$ cat src/rtl/uart_fifo_ctrl.sv
// uart_fifo_ctrl: bus-side scheduler between the CPU bus and the UART core register port.
// Buffers TX/RX bytes in FIFOs and sequences one core access per state by polling core status.
// Optional build macro: UART_FIFO_RX_THRESH_IRQ_EN adds a programmable RX irq threshold at 0x4.
module uart_fifo_ctrl #(
  parameter int TX_AW      = 4,
  parameter int RX_AW      = 4,
  parameter int TX_HOLDOFF = 16
) (
  input  logic        clk_bus,
  input  logic        rst,
  input  logic [3:0]  bus_address,
  input  logic [31:0] bus_data_i,
  output logic [31:0] bus_data_o,
  input  logic        bus_read,
  input  logic        bus_write,
  output logic        uart_irq,
  output logic [3:0]  u_address,
  output logic [31:0] u_data_o,
  input  logic [31:0] u_data_i,
  output logic        u_read,
  output logic        u_write
);
  localparam int TX_DEPTH = 1 << TX_AW;
  localparam int RX_DEPTH = 1 << RX_AW;
  localparam int HW       = $clog2(TX_HOLDOFF + 1);

  typedef enum logic [1:0] {ST_INIT, ST_POLL, ST_RECV, ST_SEND} state_t;
  state_t state, state_next;

  logic [7:0]     tx_mem [TX_DEPTH];
  logic [7:0]     rx_mem [RX_DEPTH];
  logic [TX_AW:0] tx_wr, tx_rd, tx_count;
  logic [RX_AW:0] rx_wr, rx_rd, rx_count;
  logic           tx_full, tx_empty, rx_full, rx_empty;
  logic           tx_push, tx_pop, rx_push, rx_pop;
  logic           cpu_wr_data, cpu_rd_data, cpu_wr_ctrl;
  logic [HW-1:0]  holdoff;
  logic           rx_ie, txe_ie, rx_ovf, tx_ovf;
  logic           rx_irq_term;
  logic [7:0]     tx_head, rx_head;
  logic           unused_bits;

  assign unused_bits = ^{bus_data_i[31:8], u_data_i[31:8]};

  // FIFO occupancy and CPU/controller access decode
  assign tx_count    = tx_wr - tx_rd;
  assign rx_count    = rx_wr - rx_rd;
  assign tx_full     = tx_count[TX_AW];
  assign rx_full     = rx_count[RX_AW];
  assign tx_empty    = (tx_wr == tx_rd);
  assign rx_empty    = (rx_wr == rx_rd);
  assign tx_head     = tx_mem[tx_rd[TX_AW-1:0]];
  assign rx_head     = rx_mem[rx_rd[RX_AW-1:0]];
  assign cpu_wr_data = bus_write && (bus_address == 4'h8);
  assign cpu_rd_data = bus_read  && (bus_address == 4'h8);
  assign cpu_wr_ctrl = bus_write && (bus_address == 4'hC);
  assign tx_push     = cpu_wr_data && !tx_full;
  assign tx_pop      = (state == ST_SEND) && !tx_empty;
  assign rx_push     = (state == ST_RECV) && !rx_full;
  assign rx_pop      = cpu_rd_data && !rx_empty;

  // FIFO storage (no reset needed; contents are qualified by pointers)
  always_ff @(posedge clk_bus) begin
    if (tx_push) tx_mem[tx_wr[TX_AW-1:0]] <= bus_data_i[7:0];
    if (rx_push) rx_mem[rx_wr[RX_AW-1:0]] <= u_data_i[7:0];
  end

  // FIFO pointers; push and pop are independent and may coincide
  always_ff @(posedge clk_bus) begin
    if (rst) begin
      tx_wr <= '0;
      tx_rd <= '0;
      rx_wr <= '0;
      rx_rd <= '0;
    end else begin
      if (tx_push) tx_wr <= tx_wr + (TX_AW+1)'(1);
      if (tx_pop)  tx_rd <= tx_rd + (TX_AW+1)'(1);
      if (rx_push) rx_wr <= rx_wr + (RX_AW+1)'(1);
      if (rx_pop)  rx_rd <= rx_rd + (RX_AW+1)'(1);
    end
  end

  // State register
  always_ff @(posedge clk_bus) begin
    if (rst) state <= ST_INIT;
    else     state <= state_next;
  end

  // Next-state and core-port strobes; strobes are held low while reset is asserted
  always_comb begin
    state_next = state;
    u_read     = 1'b0;
    u_write    = 1'b0;
    u_address  = 4'hC;
    u_data_o   = '0;
    if (!rst) begin
      case (state)
        ST_INIT: begin
          u_write    = 1'b1;
          state_next = ST_POLL;
        end
        ST_POLL: begin
          u_read = 1'b1;
          if (u_data_i[1] && !rx_full)
            state_next = ST_RECV;
          else if (u_data_i[0] && !tx_empty && (holdoff == '0))
            state_next = ST_SEND;
        end
        ST_RECV: begin
          u_read     = 1'b1;
          u_address  = 4'h8;
          state_next = ST_POLL;
        end
        ST_SEND: begin
          u_write    = 1'b1;
          u_address  = 4'h8;
          u_data_o   = {24'b0, tx_head};
          state_next = ST_POLL;
        end
        default: state_next = ST_INIT;
      endcase
    end
  end

  // Post-SEND settle counter, saturating at zero
  always_ff @(posedge clk_bus) begin
    if (rst)                    holdoff <= '0;
    else if (state == ST_SEND)  holdoff <= HW'(TX_HOLDOFF);
    else if (holdoff != '0)     holdoff <= holdoff - HW'(1);
  end

`ifdef UART_FIFO_RX_THRESH_IRQ_EN
  logic [RX_AW:0] rx_thresh, rx_thresh_eff;
  assign rx_thresh_eff = (rx_thresh == '0) ? (RX_AW+1)'(1) : rx_thresh;
  assign rx_irq_term   = (rx_count >= rx_thresh_eff) && rx_ie;

  // RX interrupt threshold register
  always_ff @(posedge clk_bus) begin
    if (rst)                                     rx_thresh <= (RX_AW+1)'(1);
    else if (bus_write && bus_address == 4'h4)   rx_thresh <= bus_data_i[RX_AW:0];
  end
`else
  assign rx_irq_term = !rx_empty && rx_ie;
`endif

  // Control/status flags and registered interrupt
  always_ff @(posedge clk_bus) begin
    if (rst) begin
      rx_ie    <= 1'b0;
      txe_ie   <= 1'b0;
      rx_ovf   <= 1'b0;
      tx_ovf   <= 1'b0;
      uart_irq <= 1'b0;
    end else begin
      if (cpu_wr_data && tx_full) tx_ovf <= 1'b1;
      if (cpu_wr_ctrl) begin
        rx_ie  <= bus_data_i[4];
        txe_ie <= bus_data_i[3];
        if (bus_data_i[6]) rx_ovf <= 1'b0;
        if (bus_data_i[5]) tx_ovf <= 1'b0;
      end
      uart_irq <= rx_irq_term || (tx_empty && txe_ie);
    end
  end

  // CPU read mux
  always_comb begin
    bus_data_o = '0;
    if (bus_read) begin
      case (bus_address)
        4'h0: begin
          bus_data_o[TX_AW:0]     = tx_count;
          bus_data_o[8 +: RX_AW+1] = rx_count;
        end
`ifdef UART_FIFO_RX_THRESH_IRQ_EN
        4'h4: bus_data_o[RX_AW:0] = rx_thresh;
`endif
        4'h8: if (!rx_empty) bus_data_o = {24'b0, rx_head};
        4'hC: bus_data_o = {25'b0, rx_ovf, tx_ovf, rx_ie, txe_ie, 1'b0, !rx_empty, !tx_full};
        default: bus_data_o = '0;
      endcase
    end
  end

endmodule

$ cat config.mk
export PLATFORM = sky130hd
export DESIGN_NAME = uart_fifo_ctrl
export DESIGN_NICKNAME = d
export VERILOG_FILES = /design/src/rtl/uart_fifo_ctrl.sv
export SDC_FILE = /design/constraint.sdc
export NUM_CORES = 1
export LEC_CHECK = 0
export BUFFER_PORTS_ARGS = -buffer_cell sky130_fd_sc_hd__buf_2
export CAP_MARGIN = 10
export CORE_UTILIZATION = 55
export DETAILED_ROUTE_END_ITERATION = 16
export GPL_ROUTABILITY_DRIVEN = 0
export GPL_TIMING_DRIVEN = 0
export PLACE_DENSITY_LB_ADDON = 0.12
export SYNTH_ARGS = -nofsm -noshare
export SYNTH_HDL_FRONTEND = slang
export SYNTH_SLANG_ARGS = --single-unit
$ cat constraint.sdc
create_clock -name clk_bus -period 4.05 [get_ports clk_bus]
set_clock_uncertainty 0.05 [all_clocks]
set_input_delay 0 -clock clk_bus [delete_from_list [all_inputs] [get_ports clk_bus]]
set_output_delay 0 -clock clk_bus [all_outputs]
set_load 0.01 [all_outputs]
==> results.py <==
metrics = {
    "timing": {
        "slew_viol_final": 0,
        "timing.max_slew.rel_slack_pct": 29.7,
        "finalSetupViolations": 0,
        "setup_tns_ns": 0,
        "achievable-frequency_ghz": 0.267,
        "setup_repair_after_global_routing_missed_its_margin": "false",
        "max_slew.worst_pin.slew_ns": 1.05,
        "fin_crit_ns": 3.75,
        "timing.final.hold_violations": 0,
        "period_share_pct": 92.5,
    },
    "clocking": {
        "ctsResizeCount": 0,
        "clkSlewWorstSetupHoldPaths_ns": 0.06,
        "htree_levels": 1,
        "num_cts_buffers": 29,
        "cts-root-to-sink-buffers": 3,
        "cts.sink_count": 295,
        "cts_tree": "yes",
        "clock_tree.root_cell": "sky130_fd_sc_hd__clkbuf_16",
        "clock_latency_ns": 0.53,
        "post-cts-setup-buffer-count": 0,
    },
    "floorplanning": {
        "ios": 143,
        "die-area_um2": 23300,
        "die_h_um": 153,
        "dieWidth_um": 153,
        "core_area_um2": 22000,
        "placement_rows": 54,
        "start_util_pct": 56.6,
    },
    "grt": {
        "maximum_number_of_pins_on_one_net_before_global_route_repair": 19,
        "grt_antenna_before_repair": 0,
        "grt.overflow.total": 0,
        "grt_first_pass_wirelength_um": 39600,
        "grtUsageMet2_pct": 40.5,
        "gr-max-usage-layer": "met2",
        "groute.layer.met1.usage_pct": 27.9,
        "track_usage_pct": 22.6,
        "first_global_vias": 7032,
        "use_met3_pct": 3.27,
    },
    "synth": {
        "synthMuxAreaShare_pct": 14.2,
        "ys_top_cells_by_count": "sky130_fd_sc_hd__edfxtp_1, sky130_fd_sc_hd__mux4_2, sky130_fd_sc_hd__nor2_1",
        "post-synth-top-area-cell": "sky130_fd_sc_hd__edfxtp_1",
        "ys_ff_latch": 295,
        "synth_seq_area_share_pct": 67.9,
        "ys_top_cells_by_area": "sky130_fd_sc_hd__edfxtp_1, sky130_fd_sc_hd__mux4_2, sky130_fd_sc_hd__dfxtp_1, sky130_fd_sc_hd__buf_4, sky130_fd_sc_hd__ha_1",
        "syn_area_um2": 12500,
        "ys_warn_count": 0,
        "synth-xor-area-share_pct": 1.68,
        "yosys.area_share.simple_pct": 5.91,
        "yosys.area_share.adder_pct": 2.73,
        "count_of_mapped_cells_out_of_synthesis": 743,
        "ys_async_sr_fraction_pct": 0,
        "synth_cell_type_count": 56,
        "main_combinational_cell_family_by_area_after_synthesis": "multiplexers",
        "synth_flop_cell": "sky130_fd_sc_hd__edfxtp_1",
        "count_of_flip_flops_with_a_built_in_enable_after_synthesis": 256,
        "synth_compound_area_share_pct": 3.14,
        "synth.avg_cell_area_um2": 16.8,
        "synth_top_cell_area_share_pct": 61.6,
        "synth_most_common_cell": "sky130_fd_sc_hd__edfxtp_1",
    },
    "power_and_ir_drop": {
        "seq_power_share_pct": 54.1,
        "internal-power_mw": 4.90,
        "power.leakage_nw": 4.99,
        "worst_vdd_ir_uv": 385,
        "total_net_switching_power_mw": 1.31,
        "share_clk_of_total_power_pct": 40.7,
        "power_frac_comb_pct": 5.2,
        "power.density_nw_per_um2": 431,
        "post-layout-total-power_mw": 6.21,
        "swShare_pct": 21.0,
    },
    "setup_path": {
        "timing.critical_path.fanout_max": 10,
        "timing.critical_path.arrival_ns": 3.94,
        "type_of_the_worst_setup_path": "reg2reg",
        "req_time_crit_path_ns": 4.24,
        "worst_setup_path_end_kind": "flip-flop",
        "startpoint_type": "flip-flop",
    },
    "job": {
        "max-cap-violations": 0,
    },
    "routing": {
        "avgRoutedWirePerCell_um": 21.6,
        "dr_total_vias": 6812,
        "first_iter_violations": 471,
        "dr.pass1.iters": 11,
        "routed_wirelength_um": 25800,
        "detail_route.vias_per_cell": 5.71,
        "detail_route.drc_violations": 4,
        "drt.antenna.violating_nets": 0,
    },
    "run_status": {
        "outcome": "complete, but fails checks",
        "violations": "DRC",
    },
    "placement": {
        "count_of_buffers_from_port_buffering": 48,
        "detailedPlacementHpwl_um": 17500,
    },
    "layout": {
        "area_growth_syn_to_layout_pct": 15.5,
        "fillers": 1572,
        "antenna_cells": 0,
        "finish.net_count": 989,
        "layout-drive-gt1-share_pct": 25.4,
        "layout_utilization_pct": 65.4,
    },
    "hold_path": {
        "min-delay-path-class": "in2reg",
    },
}
-- path summary, 6_finish.rpt --
| path | startpoint | to | slack, ns | cells after the start |
|---|---|---|---|---|
| worst min register to register | txe_ie | txe_ie | 0.46 | 2 |
| worst max-delay path | rx_wr[0] | rx_mem[1][4] | 0.30 | 10 |
| worst min-delay path | bus_address[3] | flip-flop | 0.02 | 5 |
| worst max register to register | rx_wr[0] | rx_mem[1][4] | 0.30 | 10 |
-- cell type report --
class / count / area (um^2) / area share, %
tap: 280 / 350 / 2.43
inverter: 20 / 75.1 / 0.521
multi-input combinational: 396 / 3640 / 25.3
timing repair buffer: 73 / 485 / 3.37
clock buffer: 37 / 827 / 5.74
clock inverter: 16 / 87.6 / 0.608
sequential: 295 / 8470 / 58.8
buffer: 76 / 469 / 3.26
-- layer usage --
| metal | share of wire (%) | up-vias |
|---|---|---|
| met5 | 0 | - |
| met2 | 53 | 235 |
| li1 | - | 3086 |
| met3 | 5.4 | 54 |
| met4 | 3.1 | 0 |
| met1 | 38 | 3437 |
-- placed cells by master (no fill, tap or decap), types with 14 or more instances in the layout --
cell,n
sky130_fd_sc_hd__clkbuf_16,30
sky130_fd_sc_hd__clkbuf_1,17
sky130_fd_sc_hd__dfxtp_1,39
sky130_fd_sc_hd__conb_1,46
sky130_fd_sc_hd__a21oi_1,17
sky130_fd_sc_hd__buf_2,57
sky130_fd_sc_hd__inv_1,20
sky130_fd_sc_hd__nand2_1,16
sky130_fd_sc_hd__mux2i_1,28
sky130_fd_sc_hd__edfxtp_1,256
sky130_fd_sc_hd__dlygate4sd3_1,23
sky130_fd_sc_hd__and3_1,14
sky130_fd_sc_hd__ha_1,24
sky130_fd_sc_hd__buf_4,48
sky130_fd_sc_hd__xnor2_1,15
sky130_fd_sc_hd__nor2_1,58
sky130_fd_sc_hd__mux4_2,64
-- kinds of logic after synthesis --
| logic type | Yosys count |
|---|---|
| flops | 295 |
| fa+ha+maj | 26 |
| other cells | 2 |
| compound gates | 56 |
| buf+inv | 96 |
| simple gates | 147 |
| xor+xnor | 24 |
| mux | 97 |
-- critical path, cell delays in order, from the launching register on --
cell                        delay (ns)
sky130_fd_sc_hd__dfxtp_1          0.41
sky130_fd_sc_hd__inv_1            0.13
sky130_fd_sc_hd__ha_1             0.24
sky130_fd_sc_hd__fa_1             0.40
sky130_fd_sc_hd__nand2b_1         0.16
sky130_fd_sc_hd__o2bb2ai_1        0.23
sky130_fd_sc_hd__xnor2_1          0.21
sky130_fd_sc_hd__clkbuf_1         0.35
sky130_fd_sc_hd__nand3_1          0.24
sky130_fd_sc_hd__nor3_1           0.75
sky130_fd_sc_hd__buf_4            0.28
-- state kept, by name, indices dropped and copies added, names as in the netlist, named ones only --
name / cells
tx_rd: 5
rx_ie: 1
uart_irq: 1
tx_mem: 128
txe_ie: 1
tx_wr: 5
state: 2
holdoff: 5
rx_rd: 5
rx_mem: 128
tx_ovf: 1
rx_wr: 5
-- through the flow --
stage                     instances  setup slack (ns)  instance area (um^2)  hold slack (ns)
after floorplan                 787             0.978                 12600           0.0489
after global placement         1115            0.0772                 13200            0.232
after detailed placement       1117             0.361                 13300            0.232
after CTS                      1193             0.329                 14400          0.00655
after global routing           1193           0.00591                 14400           0.0454
final                          1193             0.304                 14400           0.0183
-- what timing repair did --
action                     4_1_cts  5_1_grt
setup endpoints to repair        0        0
hold endpoints to repair       269        0
hold buffers                    23        0
-- power by group through the flow --
stage	combinational, mW	sequential, mW	clock [mW]
6_report	0.323	3.36	2.53
5_1_grt	0.355	3.36	2.67
4_1_cts	0.318	3.36	2.56
3_5_place_dp	0.301	3.42	0
3_3_place_gp	0.282	3.42	0
2_1_floorplan	0.204	3.42	0
(Power assumes the default switching activity.)
